<file path="config.mk">
export PLATFORM = sky130hd
export DESIGN_NAME = vram_arbiter
export DESIGN_NICKNAME = d
export VERILOG_FILES = /design/src/rtl/sam_vram_pkg.sv /design/src/rtl/vram_arb_stats.sv /design/src/rtl/vram_arbiter.sv
export SDC_FILE = /design/constraint.sdc
export NUM_CORES = 1
export LEC_CHECK = 0
export CAP_MARGIN = 20
export CORE_ASPECT_RATIO = 0.9
export CORE_MARGIN = 1
export CORE_UTILIZATION = 39
export DETAILED_ROUTE_END_ITERATION = 7
export PLACE_DENSITY_LB_ADDON = 0.1
export SETUP_SLACK_MARGIN = 0.2
export SLEW_MARGIN = 20
export SYNTH_ARGS = -nofsm -noshare
export SYNTH_HDL_FRONTEND = slang
export SYNTH_SLANG_ARGS = --single-unit
export TNS_END_PERCENT = 1
</file>
<file path="constraint.sdc">
create_clock -name clk_sys -period 3.34 [get_ports clk_sys]
set_clock_uncertainty 0.05 [all_clocks]
set_input_delay 0.668 -clock clk_sys [delete_from_list [all_inputs] [get_ports clk_sys]]
set_output_delay 0.668 -clock clk_sys [all_outputs]
set_load 0.01 [all_outputs]
</file>
<file path="src/rtl/sam_vram_pkg.sv">
// Shared types and defaults for the Sam Coupe VRAM arbiter.
package sam_vram_pkg;

  typedef enum logic [1:0] {IDLE, VID1, VID2, CPU} arb_state_t;

  localparam int VRAM_AW = 19;

endpackage

</file>
<file path="src/rtl/vram_arb_stats.sv">
// Saturating 16-bit count of CPU wait cycles, cleared by reset or i_clr.
module vram_arb_stats
  import sam_vram_pkg::*;
(
  input  logic        clk_sys,
  input  logic        reset,
  input  logic        i_clr,
  input  logic        i_inc,
  output logic [15:0] o_cnt
);

  logic [15:0] r_cnt;

  // Count stalled cycles and hold at all-ones instead of wrapping.
  always_ff @(posedge clk_sys) begin
    if (reset || i_clr) begin
      r_cnt <= 16'd0;
    end else if (i_inc && (r_cnt != 16'hFFFF)) begin
      r_cnt <= r_cnt + 16'd1;
    end else begin
      r_cnt <= r_cnt;
    end
  end

  assign o_cnt = r_cnt;

endmodule

</file>
<file path="src/rtl/vram_arbiter.sv">
// Sequences video fetch pairs and CPU byte accesses onto one 16-bit VRAM port.
// Define VRAM_ARB_STATS_EN to add stats_clr and the cpu_wait_cnt counter.
module vram_arbiter
  import sam_vram_pkg::*;
#(
  parameter int VID_BUDGET = 24,
  parameter int AW         = VRAM_AW
) (
  input  logic          clk_sys,
  input  logic          reset,
  input  logic [AW-1:0] vid_addr1,
  input  logic [AW-1:0] vid_addr2,
  input  logic          vid_rd,
  output logic [15:0]   vid_dout1,
  output logic [15:0]   vid_dout2,
  output logic          vid_valid,
  input  logic          cpu_req,
  input  logic          cpu_we,
  input  logic [AW:0]   cpu_addr,
  input  logic [7:0]    cpu_din,
  output logic [7:0]    cpu_dout,
  output logic          cpu_ack,
  output logic          cpu_wait,
  output logic [AW-1:0] ram_addr,
  output logic          ram_req,
  output logic          ram_we,
  output logic [1:0]    ram_be,
  output logic [15:0]   ram_din,
  input  logic [15:0]   ram_dout,
  input  logic          ram_ack,
`ifdef VRAM_ARB_STATS_EN
  input  logic          stats_clr,
  output logic [15:0]   cpu_wait_cnt,
`endif
  output logic          overrun
);

  localparam int BW = $clog2(VID_BUDGET + 1);

  arb_state_t    r_state;
  arb_state_t    w_state_nxt;
  logic          r_vid_rd_d;
  logic          r_vid_pend;
  logic          r_vid_again;
  logic [BW-1:0] r_budget;

  logic          w_toggle;
  logic          w_vid1_done;
  logic          w_vid_done;
  logic          w_cpu_done;
  logic          w_cpu_ok;
  logic [AW-1:0] w_ram_addr;
  logic          w_ram_req;
  logic          w_ram_we;
  logic [1:0]    w_ram_be;
  logic [15:0]   w_ram_din;

  assign w_toggle    = vid_rd ^ r_vid_rd_d;
  assign w_vid1_done = (r_state == VID1) && ram_ack;
  assign w_vid_done  = (r_state == VID2) && ram_ack;
  assign w_cpu_done  = (r_state == CPU) && ram_ack;
  // The cycle showing cpu_ack still carries the finished request's level.
  assign w_cpu_ok    = cpu_req && !cpu_ack;
  assign cpu_wait    = cpu_req & ~cpu_ack;

  // Next-state selection; a fresh toggle holds the CPU off so video wins ties.
  always_comb begin
    w_state_nxt = r_state;
    case (r_state)
      IDLE: begin
        if (r_vid_pend) begin
          w_state_nxt = VID1;
        end else if (w_cpu_ok && !w_toggle) begin
          w_state_nxt = CPU;
        end else begin
          w_state_nxt = IDLE;
        end
      end
      VID1: begin
        if (ram_ack) begin
          w_state_nxt = VID2;
        end else begin
          w_state_nxt = VID1;
        end
      end
      VID2: begin
        if (ram_ack) begin
          w_state_nxt = w_cpu_ok ? CPU : IDLE;
        end else begin
          w_state_nxt = VID2;
        end
      end
      CPU: begin
        if (ram_ack) begin
          w_state_nxt = IDLE;
        end else begin
          w_state_nxt = CPU;
        end
      end
      default: w_state_nxt = IDLE;
    endcase
  end

  // RAM port values for the state being entered, registered below.
  always_comb begin
    w_ram_addr = '0;
    w_ram_req  = 1'b0;
    w_ram_we   = 1'b0;
    w_ram_be   = 2'b00;
    w_ram_din  = 16'h0000;
    case (w_state_nxt)
      VID1: begin
        w_ram_addr = vid_addr1;
        w_ram_req  = 1'b1;
        w_ram_be   = 2'b11;
      end
      VID2: begin
        w_ram_addr = vid_addr2;
        w_ram_req  = 1'b1;
        w_ram_be   = 2'b11;
      end
      CPU: begin
        w_ram_addr = cpu_addr[AW:1];
        w_ram_req  = 1'b1;
        w_ram_we   = cpu_we;
        w_ram_din  = {cpu_din, cpu_din};
        if (cpu_we) begin
          w_ram_be = cpu_addr[0] ? 2'b10 : 2'b01;
        end else begin
          w_ram_be = 2'b11;
        end
      end
      default: begin
        w_ram_addr = '0;
        w_ram_req  = 1'b0;
      end
    endcase
  end

  // State, RAM port and completion outputs.
  always_ff @(posedge clk_sys) begin
    if (reset) begin
      r_state   <= IDLE;
      ram_addr  <= '0;
      ram_req   <= 1'b0;
      ram_we    <= 1'b0;
      ram_be    <= 2'b00;
      ram_din   <= 16'h0000;
      vid_dout1 <= 16'h0000;
      vid_dout2 <= 16'h0000;
      vid_valid <= 1'b0;
      cpu_dout  <= 8'h00;
      cpu_ack   <= 1'b0;
    end else begin
      r_state   <= w_state_nxt;
      ram_addr  <= w_ram_addr;
      ram_req   <= w_ram_req;
      ram_we    <= w_ram_we;
      ram_be    <= w_ram_be;
      ram_din   <= w_ram_din;
      vid_valid <= w_vid_done;
      cpu_ack   <= w_cpu_done;
      vid_dout1 <= w_vid1_done ? ram_dout : vid_dout1;
      vid_dout2 <= w_vid_done ? ram_dout : vid_dout2;
      if (w_cpu_done) begin
        cpu_dout <= cpu_addr[0] ? ram_dout[15:8] : ram_dout[7:0];
      end else begin
        cpu_dout <= cpu_dout;
      end
    end
  end

  // Toggle tracking, pending requests, deadline budget and sticky overrun.
  always_ff @(posedge clk_sys) begin
    if (reset) begin
      r_vid_rd_d  <= vid_rd;
      r_vid_pend  <= 1'b0;
      r_vid_again <= 1'b0;
      r_budget    <= '0;
      overrun     <= 1'b0;
    end else begin
      r_vid_rd_d <= vid_rd;
      if (r_vid_pend && !w_vid_done) begin
        if (r_budget != '0) begin
          r_budget <= r_budget - BW'(1);
        end else begin
          r_budget <= r_budget;
        end
        if (r_budget <= BW'(1)) begin
          overrun <= 1'b1;
        end else begin
          overrun <= overrun;
        end
      end else begin
        r_budget <= r_budget;
      end
      if (w_vid_done) begin
        r_vid_pend  <= w_toggle || r_vid_again;
        r_vid_again <= w_toggle && r_vid_again;
        if (w_toggle || r_vid_again) begin
          r_budget <= BW'(VID_BUDGET);
        end else begin
          r_budget <= r_budget;
        end
      end else if (w_toggle && r_vid_pend) begin
        overrun     <= 1'b1;
        r_vid_again <= 1'b1;
      end else if (w_toggle) begin
        r_vid_pend <= 1'b1;
        r_budget   <= BW'(VID_BUDGET);
      end else begin
        r_vid_pend <= r_vid_pend;
      end
    end
  end

`ifdef VRAM_ARB_STATS_EN
  vram_arb_stats u_stats (
    .clk_sys (clk_sys),
    .reset   (reset),
    .i_clr   (stats_clr),
    .i_inc   (cpu_wait),
    .o_cnt   (cpu_wait_cnt)
  );
`endif

endmodule

</file>
# After elaboration in Yosys (flattened, before gate mapping)
# Cells that the tools add are included.
# op_classes
n_eq_ne,8
n_lt_le_gt_ge,1
mux,28
addsub,1
reduce_logical,20
n_bitwise,4
# ops
op,n
19-bit one-hot mux with 3 select lines,1
5-bit two-way mux,6
2-bit two-way mux,8
1-bit two-way mux,10
2-bit equality test (second input constant),4
1-bit logical AND,8
8-bit two-way mux,1
2-bit one-hot mux with 4 select lines,1
5-bit by 1-bit <= comparator with 1-bit output (second input constant),1
5-bit nonzero test,1
5-bit by 1-bit subtractor with 5-bit output (second input constant),1
2-bit by 1-bit equality test with 1-bit output (second input constant),2
2-bit one-hot mux with 2 select lines,1
2-bit nonzero test,2
2-bit OR reduction,2
1-bit zero test,3
3-bit OR reduction,1
2-bit zero test,1
2-bit by 1-bit != test with 1-bit output (second input constant),1
2-bit != test (second input constant),1
1-bit inverter,2
2-bit AND reduction,1
1-bit bitwise AND,1
1-bit logical OR,1
1-bit XOR,1
# word_totals
out_inout_bits,83
word_cells,78
register_bits,92
in_bits,88

# Depth between registers and ports, before layout
# depth
word_depth,9
mapped_depth,9

# Worst setup path after synthesis
# OpenSTA, ideal clock, no wires.
# synth_path
path_kind,input -> register
from,in vid_rd
to,reg ram_addr[10]
setup_time_ns,0.128
path_buffers,2
stages,9
required_time_ns,3.162
arrival_time_ns,2.459
path_slack_ns,0.704
path_cell_list,xor2_1 > o21ai_0 > a311oi_2 > inv_1 > ha_1 > clkbuf_1 > clkbuf_1 > a222oi_1 > nor2_1
# synth_between
elab_chain_cells,8
elab_cells_between_ends,10
cone_classes,eq/ne: 3; mux: 4; bitwise: 1; reduce/logical: 2
# synth_rtl
item,line_no,source
from (decl),vram_arbiter.sv:13,"input logic vid_rd,"
1-bit XOR (*),vram_arbiter.sv:58,assign w_toggle = vid_rd ^ r_vid_rd_d;
1-bit zero test (*),vram_arbiter.sv:73,end else if (w_cpu_ok && !w_toggle) begin
1-bit logical AND (*),vram_arbiter.sv:73,
2-bit two-way mux (*),vram_arbiter.sv:73,
2-bit two-way mux (*),vram_arbiter.sv:71,if (r_vid_pend) begin
2-bit one-hot mux with 4 select lines (*),vram_arbiter.sv:69,case (r_state)
via w_state_nxt[1],vram_arbiter.sv:41,arb_state_t w_state_nxt;
2-bit equality test / 2-bit by 1-bit equality test with 1-bit output (equally long branches),vram_arbiter.sv:111,case (w_state_nxt)
19-bit one-hot mux with 3 select lines (*),vram_arbiter.sv:111,
to (signal assigned),vram_arbiter.sv:156,ram_addr <= w_ram_addr;
to (decl),vram_arbiter.sv:24,"output logic [AW-1:0] ram_addr,"
# Mark *: on every way through the listed nets, which the timed path passes. The rest lies on a longest branch.
# A chain may end at the register's enable or synchronous reset.

# Worst setup path after layout
# layout_path
from,in vid_rd
to,reg ram_addr[4]
# The elaborated chain is that of the path after synthesis.

==> summary.txt <==
Routing
  – Vias: between 3k and 4k
  – Final ANT Viol Nets: 0
  – Drt total wl: around 9.6 mm
  – Starting DRT DRC Count: 228
  – Routed WL per cell: 15.4 µm
  – DRC: 0
  – Met2 wire length: 4.76 mm
  – Top routing layer in use: met4
  – DR vias/cell: between 5 and 6
  – Met3 wire len: between 400 and 500 µm
  – Drt pass-1 iters: 5
  – M1 WL: between 4 and 5 mm

Setup path
  – Critical Path Slowest Stage Cell: clkdlybuf4s50_1
  – Req. time, crit path: 3.53 ns
  – Critical path type: in -> reg
  – Crit path max-delay family: compound AO/OA/AOI/OAI gates
  – Crit path buf inv count: 2
  – Worst reg2reg setup slack: between 0.8 and 0.9 ns
  – Arrival time worst endpoint: 3.07 ns
  – Largest fanout on the critical path: 19
  – Critical-path cell list: clkdlybuf4s50_1, xor2_1, o21ai_0, a311oi_2, inv_1, ha_1, a222oi_1, nor2_1
  – CP endpoint kind: register
  – Max incr delay on CP: 0.52 ns
  – CP Launch Type: primary input

Die
  – Initial core utilization: 0.405
  – Die Wd: just under 100 µm
  – Cell Rows: 31
  – Num ports: 171
  – Area of the die: roughly 8800 µm²
  – Core area: 8110 µm²
  – Die Y: 89.0 µm

Logic synthesis
  – Seq/Total Area, Yosys: 0.513
  – Synth cell types: between 40 and 50
  – Seq cells post-synth: 84
  – Synth top area share: 0.513
  – Area leader, netlist: dfxtp_1
  – Cells after Synth: approximately 360
  – Syn nets: 458
  – Most frequent cell after synthesis: dfxtp_1
  – YS warnings: 0
  – Synth top cells by count: dfxtp_1 (84), nand2_1 (72), a21oi_1 (37)
  – EDFF count, synth: 0
  – Top post-synthesis cells by area: dfxtp_1 (51%), nand2_1 (8.2%), a222oi_1 (5.8%), a21oi_1 (5.6%), nor2_1 (4.0%)
  – Post-synth top flop: dfxtp_1
  – Mapped cell area: 3280 µm²
  – Synth async-reset ratio: 0
  – Synth Area per Inst: roughly 9 µm²

Timing
  – Slew HR: 0.502
  – Pins Over Slew Limit: 0
  – RSZ-0062 raised after global routing: false
  – Min Tclk post-route: 2.88 ns
  – Worst Slack Setup Final: roughly 0.46 ns
  – Final setup vio count: 0
  – Setup TNS: 0 ns
  – Hold WS: 0.406 ns
  – Measured slew at the worst slew-check pin: 0.748 ns
  – Final hold vios: 0
  – FMAX: between 0.3 and 0.4 GHz
  – Tcrit/Tclk final: 0.863

Hold path
  – Hold WC Path Type: reg -> reg

Cells and area
  – Share of cells above drive strength 1: 0.0721
  – Non-Filler Instances: between 600 and 700
  – Area Growth Syn to Fin: 59.0%
  – Diode count: 0
  – Post-layout nets: between 600 and 700

Power
  – Clock power frac: 0.301
  – Leak: around 0.0019 µW
  – P_sw: just over 700 µW
  – Sw Share: 0.286
  – VDD IR-drop max: around 0.24 mV
  – Reg power frac: 0.446
  – Combinational Power Share: 0.254
  – Int Pwr: roughly 1800 µW
  – Cell Pwr Density: 482 nW/µm²

Status
  – Status: finished clean

CTS
  – CTS clk-pin slew, worst paths: approximately 0.090 ns
  – CTS sink cnt: 84
  – Cts hold-fix bufs: 0
  – Clk_lat worst skew: 0.36 ns
  – Num CTS Buffers: 9
  – Setup repair bufs after CTS: 0
  – H-tree lvl count: 3
  – TritonCTS clock tree: yes
  – Clock buffer depth: 2
  – PostCTS Resize Cnt: 0
  – Root buf cell: clkbuf_8

Job
  – Max cap viols: 0

Placed design
  – Port buffer count: 170
  – GP Congestion: 0.749
  – Worst slack, placed: 0.130 ns
  – HPWL Detailed: 7.10 mm
  – Dpl cells: slightly above 600

GRT
  – Largest net degree at the start of global routing: 32
  – Wire length of the first global-routing pass: between 10 and 15 mm
  – Gr usage total: 0.222
  – Total gr overflow: 0
  – Initial antenna violation count: 0
  – Vias in the first global route: between 3k and 4k
[kinds of logic (layout without fill, tap and decap cells)]
family          after synthesis  in the layout  share of synthesized area
compound gates               82             82                      0.179
xor+xnor                      2              2                    0.00534
flops                        84             84                      0.513
buf+inv                      39            203                     0.0584
fa+ha+maj                     7              7                     0.0267
simple gates                140            140                      0.190
mux                           9              9                     0.0275
[sequential cells by signal (all words and copies together) (netlist names), 2 cells and up]
register / count
cpu_dout: 8
vid_dout1: 16
ram_din: 8
ram_addr: 19
r_budget: 5
vid_dout2: 16
r_state: 2
ram_be: 2
[layer usage]
metal	GRT usage	up-vias
met3	0.0649	11
met5	0	-
met2	0.391	89
met1	0.263	1491
met4	0.0801	0
li1	-	1575
[cells in the final DEF, fill, tap and decap left out, drive strengths merged, types with 2 or more instances in the layout]
cell type	count
o21ai	5
ha	7
a222oi	19
or2	3
mux2i	9
a211oi	9
nor3	3
inv	11
nor2	37
and2	10
clkdlybuf4s50	169
dfxtp	84
nand3b	3
nand2b	2
clkbuf	10
a31oi	3
nor2b	4
nand2	72
clkinv	2
a21oi	37
buf	10
[power groups by stage]
stage	combinational [µW]	sequential, µW	clock [µW]
after floorplan	290	1170	0
after global placement	625	1140	0
after detailed placement	638	1140	0
after CTS	640	1120	782
after global routing	697	1130	825
final	639	1120	757
[stage by stage]
stage	util	total power, µW	cell area [µm²]
after floorplan	-	1460	3280
after global placement	0.618	1770	5010
after detailed placement	0.618	1780	5010
after CTS	0.643	2540	5220
after global routing	0.643	2650	5220
final	0.643	2520	5220
[area by class of cell]
class,count,area (µm²)
timing repair buffer,179,1760
fill,700,2890
multi-input combinational,240,1410
clock inverter,6,70.1
clock buffer,10,138
tap,99,124
sequential,84,1680
inverter,8,30.0
[worst reg2reg max path, delay by kind of cell, from the launching register on]
| kind | cells | cell delay (ns) |
|---|---|---|
| AOI/OAI and AO/OA | 3 | 1.01 |
| adders and majority gates | 1 | 0.47 |
| DFF | 1 | 0.37 |
| buffers and inverters | 2 | 0.35 |
| and+or+nand+nor | 1 | 0.08 |
[path summary, 6_finish.rpt]
path | depth (start not counted) | start | to
max | 8 | vid_rd | ram_addr[4]$_SDFF_PP0_
min | 2 | vid_dout1[9]$_SDFFE_PP0P_ | vid_dout1[9]$_SDFFE_PP0P_
max reg2reg | 7 | r_state[1]$_SDFF_PP0_ | ram_addr[4]$_SDFF_PP0_
min reg2reg | 2 | vid_dout1[9]$_SDFFE_PP0P_ | vid_dout1[9]$_SDFFE_PP0P_
Note: power is estimated with default switching activity, not from simulation.
